[src/rtl/cond_logic_mc.sv]
// Multicycle ARM condition logic: NZCV flag register, 16-way condition decode,
// write gating and a saved-flags stack. Optional macro: COND_FLAG_FWD_EN.
module cond_logic_mc #(
  parameter int CONDEX_LATCH = 1,
  parameter int SAVE_DEPTH   = 2,
  parameter int SDW          = $clog2(SAVE_DEPTH + 1)
) (
  input  logic           clk,
  input  logic           reset,
  input  logic           en,
  input  logic [3:0]     Cond,
  input  logic [3:0]     ALUFlags,
  input  logic [1:0]     FlagW,
  input  logic           PCS,
  input  logic           RegW,
  input  logic           MemW,
  input  logic           NoWrite,
  input  logic           CondSample,
  input  logic           FlagSave,
  input  logic           FlagRestore,
  output logic           PCSrc,
  output logic           RegWrite,
  output logic           MemWrite,
  output logic           CondEx,
  output logic [3:0]     Flags,
  output logic [SDW-1:0] SaveCount,
  output logic           SaveOvf,
  output logic           SaveUnf
);

  localparam logic [SDW-1:0] DEPTH_C = SDW'(SAVE_DEPTH);
  localparam logic [SDW-1:0] ONE_C   = SDW'(1);

  logic [3:0]      flags_reg, flags_next;
  logic            condex_reg, condex_next;
  logic [SDW-1:0]  count_reg, count_next;
  logic            ovf_reg, ovf_next;
  logic            unf_reg, unf_next;
  logic [3:0]      stack_reg [SAVE_DEPTH];

  logic [3:0]      eval_flags;
  logic            cond_comb;
  logic            condex;
  logic [1:0]      flag_write;
  logic [3:0]      top_entry;
  logic            has_entry;
  logic            is_full;
  logic            push;
  logic            swap;
  logic [SAVE_DEPTH-1:0] entry_we;

  logic fn, fz, fc, fv;
  assign {fn, fz, fc, fv} = eval_flags;

  always_comb begin
    cond_comb = 1'b0;
    unique case (Cond)
      4'h0: cond_comb = fz;
      4'h1: cond_comb = ~fz;
      4'h2: cond_comb = fc;
      4'h3: cond_comb = ~fc;
      4'h4: cond_comb = fn;
      4'h5: cond_comb = ~fn;
      4'h6: cond_comb = fv;
      4'h7: cond_comb = ~fv;
      4'h8: cond_comb = fc & ~fz;
      4'h9: cond_comb = ~fc | fz;
      4'hA: cond_comb = (fn == fv);
      4'hB: cond_comb = (fn != fv);
      4'hC: cond_comb = ~fz & (fn == fv);
      4'hD: cond_comb = fz | (fn != fv);
      4'hE: cond_comb = 1'b1;
      4'hF: cond_comb = 1'b0;
      default: cond_comb = 1'b0;
    endcase
  end

  assign flag_write = FlagW & {2{condex}};

  generate
    if (CONDEX_LATCH != 0) begin : g_latch
      assign condex = condex_reg;
`ifdef COND_FLAG_FWD_EN
      // Safe to forward: flag_write depends only on the registered CondEx here.
      assign eval_flags = {flag_write[1] ? ALUFlags[3:2] : flags_reg[3:2],
                           flag_write[0] ? ALUFlags[1:0] : flags_reg[1:0]};
`else
      assign eval_flags = flags_reg;
`endif
      assign condex_next = CondSample ? cond_comb : condex_reg;
    end else begin : g_comb
      logic unused_condsample;
      assign unused_condsample = CondSample;
      assign condex      = cond_comb;
      assign eval_flags  = flags_reg;
      assign condex_next = condex_reg;
    end
  endgenerate

  assign has_entry = (count_reg != '0);
  assign is_full   = (count_reg == DEPTH_C);

  always_comb begin
    top_entry = '0;
    for (int i = 0; i < SAVE_DEPTH; i++) begin
      if (count_reg == SDW'(i + 1)) top_entry = stack_reg[i];
    end
  end

  // Restore wins over flag writes; a lone save still lets the ALU update flags.
  always_comb begin
    flags_next = flags_reg;
    count_next = count_reg;
    ovf_next   = ovf_reg;
    unf_next   = unf_reg;
    push       = 1'b0;
    swap       = 1'b0;
    if (FlagRestore && FlagSave) begin
      if (has_entry) begin
        flags_next = top_entry;
        swap       = 1'b1;
      end else begin
        unf_next = 1'b1;
      end
    end else if (FlagRestore) begin
      if (has_entry) begin
        flags_next = top_entry;
        count_next = count_reg - ONE_C;
      end else begin
        unf_next = 1'b1;
      end
    end else begin
      if (FlagSave) begin
        if (is_full) begin
          ovf_next = 1'b1;
        end else begin
          push       = 1'b1;
          count_next = count_reg + ONE_C;
        end
      end
      if (flag_write[1]) flags_next[3:2] = ALUFlags[3:2];
      if (flag_write[0]) flags_next[1:0] = ALUFlags[1:0];
    end
  end

  // A push fills the slot at count; a swap overwrites the current top.
  generate
    for (genvar gi = 0; gi < SAVE_DEPTH; gi++) begin : g_entry_we
      assign entry_we[gi] = (push && (count_reg == SDW'(gi))) ||
                            (swap && (count_reg == SDW'(gi + 1)));
    end
  endgenerate

  always_ff @(posedge clk) begin
    if (!reset) begin
      for (int i = 0; i < SAVE_DEPTH; i++) stack_reg[i] <= '0;
    end else if (en) begin
      for (int i = 0; i < SAVE_DEPTH; i++) begin
        if (entry_we[i]) stack_reg[i] <= flags_reg;
      end
    end
  end

  always_ff @(posedge clk) begin
    if (!reset) begin
      flags_reg  <= '0;
      condex_reg <= 1'b0;
      count_reg  <= '0;
      ovf_reg    <= 1'b0;
      unf_reg    <= 1'b0;
    end else if (en) begin
      flags_reg  <= flags_next;
      condex_reg <= condex_next;
      count_reg  <= count_next;
      ovf_reg    <= ovf_next;
      unf_reg    <= unf_next;
    end
  end

  assign CondEx    = condex;
  assign PCSrc     = PCS & condex;
  assign RegWrite  = RegW & ~NoWrite & condex;
  assign MemWrite  = MemW & condex;
  assign Flags     = flags_reg;
  assign SaveCount = count_reg;
  assign SaveOvf   = ovf_reg;
  assign SaveUnf   = unf_reg;

endmodule

[config.mk]
export PLATFORM = sky130hd
export DESIGN_NAME = cond_logic_mc
export DESIGN_NICKNAME = d
export VERILOG_FILES = /design/src/rtl/cond_logic_mc.sv
export SDC_FILE = /design/constraint.sdc
export NUM_CORES = 1
export LEC_CHECK = 0
export BUFFER_PORTS_ARGS = -buffer_cell sky130_fd_sc_hd__buf_2
export CAP_MARGIN = 20
export CORE_MARGIN = 2
export CORE_UTILIZATION = 35
export DETAILED_ROUTE_END_ITERATION = 12
export GPL_TIMING_DRIVEN = 1
export SYNTH_ARGS = -nofsm -noshare
export SYNTH_HDL_FRONTEND = slang
export SYNTH_SLANG_ARGS = --single-unit
[constraint.sdc]
create_clock -name clk -period 2.45 [get_ports clk]
set_input_delay 0.49 -clock clk [delete_from_list [all_inputs] [get_ports clk]]
set_output_delay 0.49 -clock clk [all_outputs]
set_load 0.05 [all_outputs]
; After elaboration in Yosys (flattened, before gate mapping)
; Memory sizes are Yosys's and may differ from the RTL's.
; Cells that the tools add are included.
[totals]
in_bits = 20
ramBits = 8
word_cells = 100
regBits = 9
n_memories = 1
[op_classes]
n_mux = 32
bitwise = 18
n_reduce_logical = 20
n_addsub = 2
eq_ne = 21
[memory_table]
columns = memory, words, word_bits, rd, rd_clocked_by_memory_dff, write_ports, line
row1 = stack_reg, 2, 4, 2, 0, 2, 39  ; logic [3:0] stack_reg [SAVE_DEPTH];
[op_table]
columns = op, count
row1 = equality test 4 bit (second input constant), 8
row2 = 2-to-1 mux 4 bit, 7
row3 = 2-to-1 mux 1 bit, 18
row4 = equality test 4 x 3 -> 1 bit (second input constant), 4
row5 = one-hot mux 1 bit (16 select lines), 1
row6 = 2-to-1 mux 2 bit, 6
row7 = AND reduction 5 bit, 2
row8 = equality test 4 x 2 -> 1 bit (second input constant), 2
row9 = AND reduction 2 bit, 4
row10 = NOT 1 bit, 7
row11 = AND 1 bit, 6
row12 = nonzero test 2 bit, 3
row13 = nonzero test 3 bit, 2
row14 = logical AND 1 bit, 5
row15 = equality test 4 x 1 -> 1 bit (second input constant), 1
row16 = zero test 4 bit, 1
row17 = OR 1 bit, 4
row18 = adder 2 x 1 -> 2 bit (second input constant), 1
row19 = AND 2 bit, 1
row20 = equality test 2 x 1 -> 1 bit (second input constant), 1
row21 = equality test 2 bit (second input constant), 1
row22 = zero test 2 bit, 1
row23 = logical OR 1 bit, 2
row24 = inequality test 2 x 1 -> 1 bit (second input constant), 1
row25 = 4 further kinds, 4

; Logic depth before layout (Yosys ltp)
[logic_depth]
depth_word = 12
ltp_mapped = 7
mapped_depth_nobuf = 6

; Worst setup path after synthesis
; No wires, ideal clock.
[synth_path]
path_kind = register to register
start = register count_reg[0], in the netlist SaveCount[0]
end = memory stack_reg[1][0], in the netlist stack_reg[0][4] (enable)
setup_slack_ps = 253
path_buffers = 0
required_ps = 2089
arrival_ps = 1835
setup_ps = 361
stages_incl_launch_ff = 6
cell_sequence = dfxtp_1 -> inv_1 -> ha_1 -> nor2b_1 -> a22oi_1 -> o21ai_0
[synth_rtl]
columns = element, line
row1 = start: declaration, 36  ; logic [SDW-1:0] count_reg, count_next;
row2 = start signal: assignment, 174  ; count_reg <= count_next;
row3 = end: declaration, 39

==> metrics.md <==
| Metric | Value |
|---|---|
| Status | finished, final reports clean |
| Sequential cell area | between 400 and 500 sq um |
| DRT Pass-1 Iters | 4 |
| Post-Syn Area | around 0.0010 sq mm |
| Multi-input gate area | about 560 sq um |
| Starting Density | 36.7% |
| Vias | ~860 |
| ANT nets after route | 0 |
| Top_reg_cell synth | dfxtp_1 |
| GR Overflow Total | 0 |
| Tmin final | between 2 and 2.5 ns |
| DPL Wire Length | 1.71 mm |
| CP max stage cell | o21ai_0 |
| Fmax | roughly 480 MHz |
| First-pass GRT wire length | 3.59 mm |
| Worst slew pin tran | between 0.5 and 0.6 ns |
| Post-CTS Resized | 0 |
| Final Cycle Share | between 80 and 90% |
| CP Max Fanout | 6 |
| Crit path cell chain | inv_1 > ha_1 > nor2b_1 > a22oi_1 > o21ai_0 |
| Port Buffers | 31 |
| Most frequent cells after synthesis | nand2_1 (11), and2_1 (9), dfxtp_1 (9), nor2_1 (9), edfxtp_1 (8) |
| Sequential area share after synthesis | between 40% and 50% |
| Lkg Pwr | between 0.5 and 0.6 nW |
| Slew HR | 62.6% |
| Post-route insts no fill | 170 |
| Yosys cell types | 34 |
| Clk_lat worst skew | roughly 0.3 ns |
| Area leader, netlist | edfxtp_1 |
| VDD IR-drop max | between 200 and 250 uV |
| Synthesis-to-finish area growth | 20.5% |
| Die Span X | between 50 and 60 um |
| Setup TNS | 0 ns |
| Drt initial violations | 48 |
| Fin Hold WS | about 0.47 ns |
| CTS root buf | clkbuf_4 |
| Mapped Cells | 107 |
| Clock Skew | about 0.0031 ns |
| Largest net degree at the start of global routing | 15 |
| Hold-fix buffers at CTS | 0 |
| Drt via density | between 5 and 6 |
| Clock sinks | 17 |
| WL/cell | ~13 um |
| PwrDens | around 550 mW/mm^2 |
| Die footprint | 0.00331 sq mm |
| Final Setup Violations | 0 |
| Core ar. | around 0.0027 sq mm |
| Register bit count reported by yosys | 17 |
| YS warnings | 0 |
| Mean Syn Cell Area | about 9.4 sq um |
| Setup crit end kind | register |
| DRC viols | 0 |
| Critical Path Start Type | register |
| Clk pin slew, worst setup/hold paths | ~0.10 ns |
| DP Cell Count | between 150 and 200 |
| Total track usage | 14.3% |
| GP Congestion | ~0.80 |
| Top cells by area, synth | edfxtp_1 (24%), dfxtp_1 (18%), and2_1 (5.6%), nor3b_1 (4.5%), xnor2_1 (4.4%) |
| CP arrival | between 2 and 2.5 ns |
| Final core occ | between 40% and 50% |
| Initial antenna violation count | 0 |
| Num CTS Buffers | 3 |
| Area share of the largest cell type after synthesis | between 20% and 30% |
| Post-CTS Repair Setup Buffers | 0 |
| FP Rows | 19 |
| Post-synth EDFFs | 8 |
| Htree depth | 1 |
| Max-slew violations | 0 |
| Vias in the first global route | 790 |
| RSZ-0062 raised after global routing | no |
| Share of cells above drive strength 1 | between 20% and 30% |
| Critical path required time | roughly 2.4 ns |
| Setup Crit Path Kind | reg -> reg |
| CTS tree | yes |
| Fillers | 277 |
| DRT Wirelength | 2.26 mm |
| Ys async rst share | 0% |
| Nets | ~160 |
| Max-Cap Viols | 0 |
| Chip height | 57.5 um |
| Io pins | 32 |
| Syn_nets | 130 |
| Worst hold path type | reg -> reg |
| Clock Path Buffers | 2 |
| Max incr delay on CP | about 0.46 ns |
| Flip-flop count of the largest register after layout | 8 |
| Final Hold Fails | 0 |
| Most numerous cell in the Yosys netlist | nand2_1 |
| Antenna cells | 0 |
-- report_power, final --
group	leakage [nW]	switching, mW	internal [mW]
sequential	0.157	0.0136	0.314
combinational	0.355	0.114	0.0664
clock	0.0177	0.0929	0.0611
-- routing by layer --
layer	vias to the layer above	part of all wire (%)	track usage [%]
met5	-	0	0
met4	0	1.5	5.32
met3	5	5.2	4.76
met2	20	47	21.3
met1	394	47	19.4
li1	444	-	-
-- layout by cell type, fill, tap and decap left out, types with 2 or more instances in the layout --
| cell | instances |
|---|---|
| nor3_1 | 2 |
| a22oi_1 | 2 |
| nor2_1 | 9 |
| o21ai_0 | 3 |
| a21oi_1 | 4 |
| clkbuf_4 | 3 |
| inv_1 | 2 |
| edfxtp_1 | 8 |
| buf_2 | 31 |
| nor3b_1 | 6 |
| nor2b_1 | 3 |
| a31oi_1 | 5 |
| and2_1 | 9 |
| dfxtp_1 | 9 |
| a21o_1 | 2 |
| xnor2_1 | 5 |
| mux2i_1 | 3 |
| nand2b_1 | 2 |
| nand2_1 | 11 |
| nand3b_1 | 4 |
| ha_1 | 3 |
-- final timing paths --
path           startpoint               to  slack, ns  cells after the start
max          SaveCount[0]  stack_reg[0][4]       0.38                      5
min               SaveOvf          SaveOvf       0.47                      1
max reg2reg  SaveCount[0]  stack_reg[0][4]       0.38                      5
min reg2reg       SaveOvf          SaveOvf       0.47                      1
-- through the flow --
| step | total power, mW | worst slack (ns) | area (sq um) |
|---|---|---|---|
| 3_3_place_gp | 0.512 | 0.474 | 1180 |
| 2_1_floorplan | 0.464 | 0.253 | 1000 |
| 3_5_place_dp | 0.514 | 0.395 | 1180 |
| 6_report | 0.662 | 0.377 | 1210 |
| 5_1_grt | 0.703 | 0.170 | 1210 |
| 4_1_cts | 0.665 | 0.383 | 1210 |
-- layout make-up --
class                      instances  share of cell area [%]
clock buffer                       3                    1.87
timing repair buffer              31                    12.8
multi-input combinational         85                    46.2
clock inverter                     1                   0.415
tap                               31                    3.21
sequential                        17                    34.8
inverter                           2                   0.622
-- logic make-up (layout without fill, tap and decap cells) --
| kind of cell | count (synthesis) | in the layout | share of synthesized area [%] |
|---|---|---|---|
| AND/OR/NAND/NOR | 51 | 51 | 28.0 |
| AO/OA/AOI/OAI | 22 | 22 | 15.7 |
| flip-flops | 17 | 17 | 41.9 |
| XOR/XNOR | 6 | 6 | 5.24 |
| buffers and inverters | 5 | 37 | 2.37 |
| adder cells (fa/ha/maj) | 3 | 3 | 3.75 |
| multiplexers | 3 | 3 | 3.00 |
-- critical path: cells and delay by family, from the launching register on --
| family | cells | cell delay [ns] |
|---|---|---|
| adders and majority gates | 1 | 0.29 |
| AOI/OAI and AO/OA | 2 | 0.61 |
| DFF | 1 | 0.40 |
| buffers and inverters | 1 | 0.08 |
| and+or+nand+nor | 1 | 0.34 |
Power figures use the tool's default switching activity.
